### config.mk
export PLATFORM = sky130hd
export DESIGN_NAME = lotr_ring_fabric
export DESIGN_NICKNAME = d
export VERILOG_FILES = /design/src/rtl/lotr_ring_fabric.sv
export SDC_FILE = /design/constraint.sdc
export NUM_CORES = 2
export LEC_CHECK = 0
export ABC_AREA = 1
export CORE_MARGIN = 2
export CORE_UTILIZATION = 25
export CTS_BUF_LIST = sky130_fd_sc_hd__clkbuf_2 sky130_fd_sc_hd__clkbuf_4 sky130_fd_sc_hd__clkbuf_8
export CTS_CLUSTER_DIAMETER = 150
export DETAILED_ROUTE_END_ITERATION = 10
export PLACE_DENSITY = 0.43
export SLEW_MARGIN = 30
export SYNTH_ARGS = -nofsm -noshare
export SYNTH_HDL_FRONTEND = slang
export SYNTH_SLANG_ARGS = --single-unit
### constraint.sdc
create_clock -name QClk -period 12.5 [get_ports QClk]
set_clock_uncertainty 0.1 [all_clocks]
set_input_delay 2.5 -clock QClk [delete_from_list [all_inputs] [get_ports QClk]]
set_output_delay 2.5 -clock QClk [all_outputs]
set_load 0.05 [all_outputs]
### src/rtl/lotr_ring_fabric.sv
// Unidirectional NUM_STOPS ring: per stop one slot register, injection FIFO, registered ejection.
// Latency: push at t -> slot at t+2 -> EjValid at t+2+hops; ring never stalls, injection waits for a free slot.

module lotr_ring_fifo #(
    parameter int W     = 8,
    parameter int DEPTH = 4
) (
    input  logic         clk,
    input  logic         rst_n,
    input  logic         push,
    input  logic [W-1:0] push_dat,
    input  logic         pop,
    output logic [W-1:0] head_dat,
    output logic         empty,
    output logic         full
);
    localparam int AW = $clog2(DEPTH);

    logic [W-1:0] mem [DEPTH];
    logic [AW:0]  wr_ptr;
    logic [AW:0]  rd_ptr;

    always_ff @(posedge clk or negedge rst_n) begin
        if (!rst_n) begin
            wr_ptr <= '0;
            rd_ptr <= '0;
        end else begin
            if (push) wr_ptr <= wr_ptr + {{AW{1'b0}}, 1'b1};
            if (pop)  rd_ptr <= rd_ptr + {{AW{1'b0}}, 1'b1};
        end
    end

    always_ff @(posedge clk) begin
        if (push) mem[wr_ptr[AW-1:0]] <= push_dat;
    end

    assign head_dat = mem[rd_ptr[AW-1:0]];
    assign empty    = (wr_ptr == rd_ptr);
    assign full     = (wr_ptr[AW-1:0] == rd_ptr[AW-1:0]) && (wr_ptr[AW] != rd_ptr[AW]);
endmodule

module lotr_ring_fabric #(
    parameter int                   NUM_STOPS   = 4,
    parameter int                   PKT_W       = 106,
    parameter int                   DEST_LSB    = 56,
    parameter int                   INJ_DEPTH   = 4,
    parameter int                   STARVE_MAX  = 8,
    parameter logic [NUM_STOPS-1:0] BYPASS_MASK = '0
) (
    input  logic                       QClk,
    input  logic                       RstQnnnL,
    input  logic [NUM_STOPS-1:0]       InjValid,
    input  logic [NUM_STOPS*PKT_W-1:0] InjPkt,
    output logic [NUM_STOPS-1:0]       InjReady,
    output logic [NUM_STOPS-1:0]       EjValid,
    output logic [NUM_STOPS*PKT_W-1:0] EjPkt,
    output logic [NUM_STOPS-1:0]       StarveFlag,
    output logic                       DropPulse,
    output logic [15:0]                DropCnt
);
    localparam int SCW = $clog2(STARVE_MAX + 1);

    logic [NUM_STOPS-1:0] slot_vld;
    logic [PKT_W-1:0]     slot_pkt  [NUM_STOPS];
    logic [4:0]           slot_hops [NUM_STOPS];
    logic [NUM_STOPS-1:0] drop_vec;
    logic [NUM_STOPS-1:0] starve_first;
    logic [NUM_STOPS-1:0] throttled;
    logic [4:0]           drop_num;
    logic [16:0]          drop_sum;

    // Only the lowest-index starving stop keeps its injection right.
    assign starve_first = StarveFlag & (~StarveFlag + {{(NUM_STOPS-1){1'b0}}, 1'b1});
    assign throttled    = (|StarveFlag) ? ~starve_first : '0;

    for (genvar i = 0; i < NUM_STOPS; i++) begin : g_stop
        localparam int         PREV    = (i == 0) ? NUM_STOPS - 1 : i - 1;
        localparam logic [7:0] STOP_ID = 8'(i + 1);
        localparam logic       BYP     = BYPASS_MASK[i];

        logic             in_vld;
        logic [PKT_W-1:0] in_pkt;
        logic [4:0]       in_hops;
        logic             do_eject;
        logic             do_drop;
        logic             do_fwd;
        logic             do_inj;
        logic             blocked;
        logic             fifo_empty;
        logic             fifo_full;
        logic [PKT_W-1:0] head;
        logic             vld_q;
        logic [PKT_W-1:0] pkt_q;
        logic [4:0]       hops_q;
        logic             ej_vld_q;
        logic [PKT_W-1:0] ej_pkt_q;
        logic [SCW-1:0]   starve_cnt;

        assign in_vld  = slot_vld[PREV];
        assign in_pkt  = slot_pkt[PREV];
        assign in_hops = slot_hops[PREV];

        assign do_eject = in_vld && (in_pkt[DEST_LSB +: 8] == STOP_ID) && !BYP;
        assign do_drop  = in_vld && !do_eject && (in_hops == 5'(NUM_STOPS));
        assign do_fwd   = in_vld && !do_eject && !do_drop;
        assign do_inj   = !do_fwd && !fifo_empty && !BYP && !throttled[i];
        assign blocked  = do_fwd && !fifo_empty && !BYP;

        lotr_ring_fifo #(.W(PKT_W), .DEPTH(INJ_DEPTH)) u_inj_fifo (
            .clk      (QClk),
            .rst_n    (RstQnnnL),
            .push     (InjValid[i] && InjReady[i]),
            .push_dat (InjPkt[i*PKT_W +: PKT_W]),
            .pop      (do_inj),
            .head_dat (head),
            .empty    (fifo_empty),
            .full     (fifo_full)
        );

        always_ff @(posedge QClk or negedge RstQnnnL) begin
            if (!RstQnnnL) begin
                vld_q      <= 1'b0;
                pkt_q      <= '0;
                hops_q     <= '0;
                ej_vld_q   <= 1'b0;
                ej_pkt_q   <= '0;
                starve_cnt <= '0;
            end else begin
                vld_q    <= do_fwd || do_inj;
                ej_vld_q <= do_eject;
                if (do_eject) ej_pkt_q <= in_pkt;
                if (do_fwd) begin
                    pkt_q  <= in_pkt;
                    hops_q <= in_hops + 5'd1;
                end else if (do_inj) begin
                    pkt_q  <= head;
                    hops_q <= 5'd1;
                end
                if (do_inj)
                    starve_cnt <= '0;
                else if (blocked && (starve_cnt < SCW'(STARVE_MAX)))
                    starve_cnt <= starve_cnt + SCW'(1);
            end
        end

        assign slot_vld[i]              = vld_q;
        assign slot_pkt[i]              = pkt_q;
        assign slot_hops[i]             = hops_q;
        assign drop_vec[i]              = do_drop;
        assign InjReady[i]              = !fifo_full && !BYP;
        assign EjValid[i]               = ej_vld_q;
        assign EjPkt[i*PKT_W +: PKT_W]  = ej_pkt_q;
        assign StarveFlag[i]            = (starve_cnt >= SCW'(STARVE_MAX));
    end

    // Several stops can drop in the same cycle; each counts once.
    always_comb begin
        drop_num = '0;
        for (int k = 0; k < NUM_STOPS; k++)
            drop_num = drop_num + {4'd0, drop_vec[k]};
    end

    assign drop_sum = {1'b0, DropCnt} + {12'd0, drop_num};

    always_ff @(posedge QClk or negedge RstQnnnL) begin
        if (!RstQnnnL) begin
            DropPulse <= 1'b0;
            DropCnt   <= '0;
        end else begin
            DropPulse <= |drop_vec;
            DropCnt   <= drop_sum[16] ? 16'hFFFF : drop_sum[15:0];
        end
    end
endmodule
# Word level (Yosys, flattened, before mapping)

Memory sizes are Yosys's and may differ from the RTL's.
Cells that the tools add are included.

Memory bits (writable): 1696
Output and inout port bits: 453
Input bits: 430
Memories kept: 4
Flip-flop bits (word level): 933
Logic and storage cells: 202

Memory list:

| name                     | words | width | read ports | clocked after memory_dff | write ports | RTL line | text |
|---|---|---|---|---|---|---|---|
| g_stop[0].u_inj_fifo.mem | 4     | 106   | 1          | 0                        | 1           | 19       | `logic [W-1:0] mem [DEPTH];` |
| g_stop[1].u_inj_fifo.mem | 4     | 106   | 1          | 0                        | 1           | 19       |  |
| g_stop[2].u_inj_fifo.mem | 4     | 106   | 1          | 0                        | 1           | 19       |  |
| g_stop[3].u_inj_fifo.mem | 4     | 106   | 1          | 0                        | 1           | 19       |  |

$add $sub $neg: 21
Bitwise gates (word level): 3
Mux-type cells: 34
Equality and inequality tests: 20
Magnitude comparators: 8
Reductions and logical operators: 78

Operators by type and width:

| operator              | number |
|---|---|
| $mux W106             | 8 |
| $logic_and A1 B1 Y1   | 40 |
| $mux W5               | 8 |
| $mux W4               | 9 |
| $add A3 B1 Y3 const B | 8 |
| $logic_not A1 Y1      | 24 |
| $add A4 B1 Y4 const B | 5 |
| $add A5 B1 Y5 const B | 4 |
| $eq A5 B3 Y1 const B  | 4 |
| $add A16 B4 Y17       | 1 |
| $eq A8 B2 Y1 const B  | 2 |
| $ge A4 B4 Y1 const B  | 4 |
| $lt A4 B4 Y1 const B  | 4 |
| $mux W16              | 1 |
| $reduce_bool A2 Y1    | 8 |
| $eq A3 B3 Y1          | 4 |
| $eq A2 B2 Y1          | 4 |
| $eq A8 B1 Y1 const B  | 1 |
| $eq A8 B3 Y1 const B  | 1 |
| $mux W1               | 8 |
| $not A4 Y4            | 2 |
| $reduce_or A4 Y1      | 2 |
| $add A3 B1 Y4         | 1 |
| $and A4 B4 Y4         | 1 |
| other kinds (4)       | 10 |

# Longest topological paths before layout

Depth in word-level cells: 12
Depth in mapped cells: 18
Depth with buffers taken out: 18

# Hierarchy

Synthesis repeated with hierarchy kept, for this count alone.

Cell total of the unflattened synthesis: 10615
Area, all modules: 108974.5 µm²

Modules (own cells, without submodules):

| module           | area each (µm²) | cells each | instances | sequential area each (µm²) |
|---|---|---|---|---|
| lotr_ring_fifo   | 17508.0         | 1493       | 4         | 12882.4 |
| lotr_ring_fabric | 38942.3         | 4643       | 1         | 22746.8 |

# Least setup slack after synthesis

OpenSTA, ideal clock, no wires.

Kind: input to register
Start: input port InjValid[0]
End: memory g_stop[0].u_inj_fifo.mem[3][0] (netlist bit), enable pin
Setup slack: 4.660 ns
Data arrival time: 7.165 ns
Cell stages on the path: 2
Buffers on the path: 0
Library setup time: 0.575 ns
Data required time: 11.825 ns
Cell sequence: nand2_1 nor2_1

Cells in the longest elaborated chain, start to end: 3

RTL lines:

| item                          | RTL line | text |
|---|---|---|
| start, declared               | 52       | `input logic [NUM_STOPS-1:0] InjValid,` |
| $logic_and A1 B1 Y1           | 112      | `.push (InjValid[i] && InjReady[i]),` |
| $mux W1                       | 34       | `if (push) mem[wr_ptr[AW-1:0]] <= push_dat;` |
| $mux W1 (implied by the code) | 34       |  |
| end, declared                 | 19       |  |

Every way passes these cells.

# Worst setup path in the final report

Start: register g_stop[1].u_inj_fifo.rd_ptr[0]
End: output port InjReady[1]

Cells in the longest elaborated chain, start to end: 3

RTL lines:

| item                   | RTL line | text |
|---|---|---|
| start, declared        | 21       | `logic [AW:0] rd_ptr;` |
| start signal, assigned | 29       | `if (pop) rd_ptr <= rd_ptr + {{AW{1'b0}}, 1'b1};` |
| $eq A2 B2 Y1           | 39       | `assign full = (wr_ptr[AW-1:0] == rd_ptr[AW-1:0]) && (wr_ptr[AW] != rd_ptr[AW]);` |
| $logic_and A1 B1 Y1    | 39       |  |
| $logic_not A1 Y1       | 150      | `assign InjReady[i] = !fifo_full && !BYP;` |
| end, declared          | 54       | `output logic [NUM_STOPS-1:0] InjReady,` |

Every way passes these cells.

==> results.yml <==
run_status:
  status: "complete, no violations"
power_and_ir_drop:
  ir_worst_vdd_mv: 0.164
  p_leak_uw: 0.0492
  p_per_area_mw_per_mm2: 293
  finalPower_uw: 37900
clock_tree:
  cts_htree_levels: 5
  path_clk_slew_ps: 70
  ctsHoldBuffers: 0
  postCtsSetupBuffers: 0
  clock_sinks: 2629
  cts_tree: "built"
  clock-root-buffer: "clkbuf_8"
  cts_buffers: 465
  cts_buffer_depth: 4
  clk-insertion-delay-late_ps: 1180
  ctsResizeCount: 0
die:
  rows: 237
  core_mm2: 0.417
  fp.dieW_um: 652
  pin_count: 883
  die_y_um: 652
  dieArea_mm2: 0.425
  start_util_pct: 25.1
finish:
  fin_area_mm2: 0.129
  layout-drive-gt1-share_pct: 9.60
  nets: 10700
  final_cell_mix: "1696 x edfxtp_1, 1651 x nand2_1, 1343 x o21ai_0"
  nFillCells: 42500
  ff_latch_area_mm2: 0.0743
  area_delta_synth_final_pct: 23.2
  final_common_cell: "edfxtp_1"
  multiInputGateArea_mm2: 0.0261
drt:
  postRouteAntennaNets: 0
  via_per_inst: 4.74
  via_count: 76600
  routedWlPerCell_um: 28.8
  drtPass1Iterations: 6
  drcViolationCount: 0
  drt_iter0_markers: 7487
  finalWirelength_um: 466000
logic_synthesis:
  synth_seq_cells: 2629
  synth_fa_ha_area_share_pct: 0.499
  ys_seq_area_share_pct: 70.8
  synth_fp_nets: 9811
  syn_area_mm2: 0.105
  yosysWarningCount: 0
  synthArstFlopShare_pct: 35.5
  synth_compound_area_share_pct: 9.61
  synth_xor_area_share_pct: 0.314
  netlist_instances: 9341
  synthFlopType: "edfxtp_1"
  synth_mux_area_share_pct: 0
  yosys.area_share.simple_pct: 14.2
  synth_edf_count: 1696
  synth_top_family_by_area: "simple AND/OR/NAND/NOR gates"
  ys_types: 37
  synth.avg_cell_area_um2: 11.2
worst_hold_path:
  hold_path_class: "reg -> reg"
critical_path:
  setup.worst_path.class: "reg -> out"
  critical_path_arrival_ps: 4070
  crit_path_max_fanout: 139
  crit_path_start_kind: "flip-flop"
  critical_path.endpoint_type: "primary output"
  cp.required_ps: 9900
grt:
  grt-ovfl-total: 0
  grt_max_degree: 142
  grt_usage_pct: 21.2
  grt_pass1_vias: 74200
  antenna_found_initial: 168
  grt_pass1_wl_um: 622000
timing:
  setup_violations: 0
  period_share_pct: 53.4
  slew_violations: 0
  grt_setup_unrepaired: "false"
  worst_pin_slew_ps: 1100
  fmax_mhz: 150
  setup_tns_ps: 0
  hold_violations: 0
  period_minus_slack_ps: 6670
  relSlewSlack_pct: 25.7
placement:
  gp_congestion: 0.869
  place_area_mm2: 0.119
  post-dp-hpwl_um: 335000
  numPortBuffers: 882
job:
  maxCapViolCount: 0
## layout make-up
class,count,share of cell area [%]
flip-flops and latches,2629,57.5
repair buffers,1007,7.88
clock inverters,165,0.947
well taps,5497,5.32
clock buffers,709,6.64
diodes,59,0.114
multi-input cells,5656,20.2
inverters,445,1.33
## per-stage QoR
step / hold WS, ps / util, % / instances / setup slack, ps
final: 367 / 31.0 / 16200 / 5830
after global routing: 378 / 30.9 / 16100 / 5670
after CTS: 368 / 30.9 / 16100 / 5720
after detailed placement: 354 / 28.5 / 15200 / 6350
after global placement: 351 / 28.5 / 15200 / 6290
after floorplan: 363 / - / 9341 / 4660
## flip-flops by register name (all words and copies together) (netlist names), 4 cells and up
register and cells:
g_stop.u_inj_fifo.mem 1696, g_stop.starve_cnt 16, DropCnt 16, g_stop.ej_vld_q 4, g_stop.ej_pkt_q 424, g_stop.u_inj_fifo.rd_ptr 12
g_stop.u_inj_fifo.wr_ptr 12, g_stop.pkt_q 318, g_stop.in_hops 5, g_stop.in_pkt 106, g_stop.hops_q 15
## routing by layer
layer,wire length (um),up-vias,track usage (%)
li1,-,34100,-
met1,193000,38800,27.0
met2,220000,2871,34.5
met3,29700,789,4.23
met4,22900,64,9.93
met5,408,-,0
## worst max-delay path, cell delays in order, from the launching register on
cell and delay, ps:
dfrtp_4 730, inv_8 710, nand2_1 120, nand2_1 140, nand3_1 280, clkdlybuf4s50_1 800
## where the power goes
group          total, uW  switching, uW  internal, uW
registers          13700           1760         11900
clock network       8470           3840          4620
logic              15700          12100          3600
total              37900          17700         20100
## kinds of logic after synthesis
kind of cell / Yosys count
xor gates and xnor gates: 35
adders and majority gates: 40
DFF: 2629
and+or+nand+nor: 3672
buffers and inverters: 1056
AOI/OAI and AO/OA: 1909
## path summary, 6_finish.rpt
kind / startpoint / end / slack (ps) / cells past startpoint
max: g_stop[1].u_inj_fifo.rd_ptr[0]$_DFFE_PN0P_ / InjReady[1] / 5830 / 5
min: g_stop[3].ej_pkt_q[58]$_DFFE_PN0P_ / g_stop[3].ej_pkt_q[58]$_DFFE_PN0P_ / 370 / 1
max reg2reg: g_stop[3].u_inj_fifo.rd_ptr[1]$_DFFE_PN0P_ / g_stop[3].u_inj_fifo.mem[1][30]$_DFFE_PP_ / 7440 / 8
min reg2reg: g_stop[3].ej_pkt_q[58]$_DFFE_PN0P_ / g_stop[3].ej_pkt_q[58]$_DFFE_PN0P_ / 370 / 1
max in group asynchronous: RstQnnnL / g_stop[2].u_inj_fifo.rd_ptr[0]$_DFFE_PN0P_ / 8560 / 5
min in group asynchronous: RstQnnnL / g_stop[1].ej_pkt_q[100]$_DFFE_PN0P_ / 1140 / 1
## cells in the mapped netlist, types with 2 or more instances
library cell / n / area share (%)
a21oi_1: 14 / 0.067
buf_1: 29 / 0.10
buf_2: 253 / 1.2
buf_4: 49 / 0.35
buf_6: 29 / 0.31
clkbuf_1: 248 / 0.89
clkbuf_2: 3 / 0.014
clkinv_1: 3 / 0.011
dfrtp_1: 933 / 22
edfxtp_1: 1696 / 49
fa_1: 3 / 0.057
ha_1: 37 / 0.44
inv_1: 424 / 1.5
inv_2: 14 / 0.050
inv_4: 4 / 0.024
nand2_1: 1655 / 5.9
nand2_2: 8 / 0.048
nand2_4: 7 / 0.075
nand3_1: 731 / 3.5
nand3_2: 4 / 0.038
nand3_4: 2 / 0.033
nand3b_1: 4 / 0.029
nand4_1: 16 / 0.095
nor2_1: 1224 / 4.4
nor2_2: 4 / 0.024
nor3_1: 6 / 0.029
o211ai_1: 135 / 0.97
o21ai_0: 1372 / 6.5
o21ai_1: 240 / 1.1
o22ai_1: 147 / 0.88
or2_2: 9 / 0.054
xnor2_1: 9 / 0.075
xnor2_2: 3 / 0.047
xor2_1: 23 / 0.19
(Power assumes the default switching activity.)
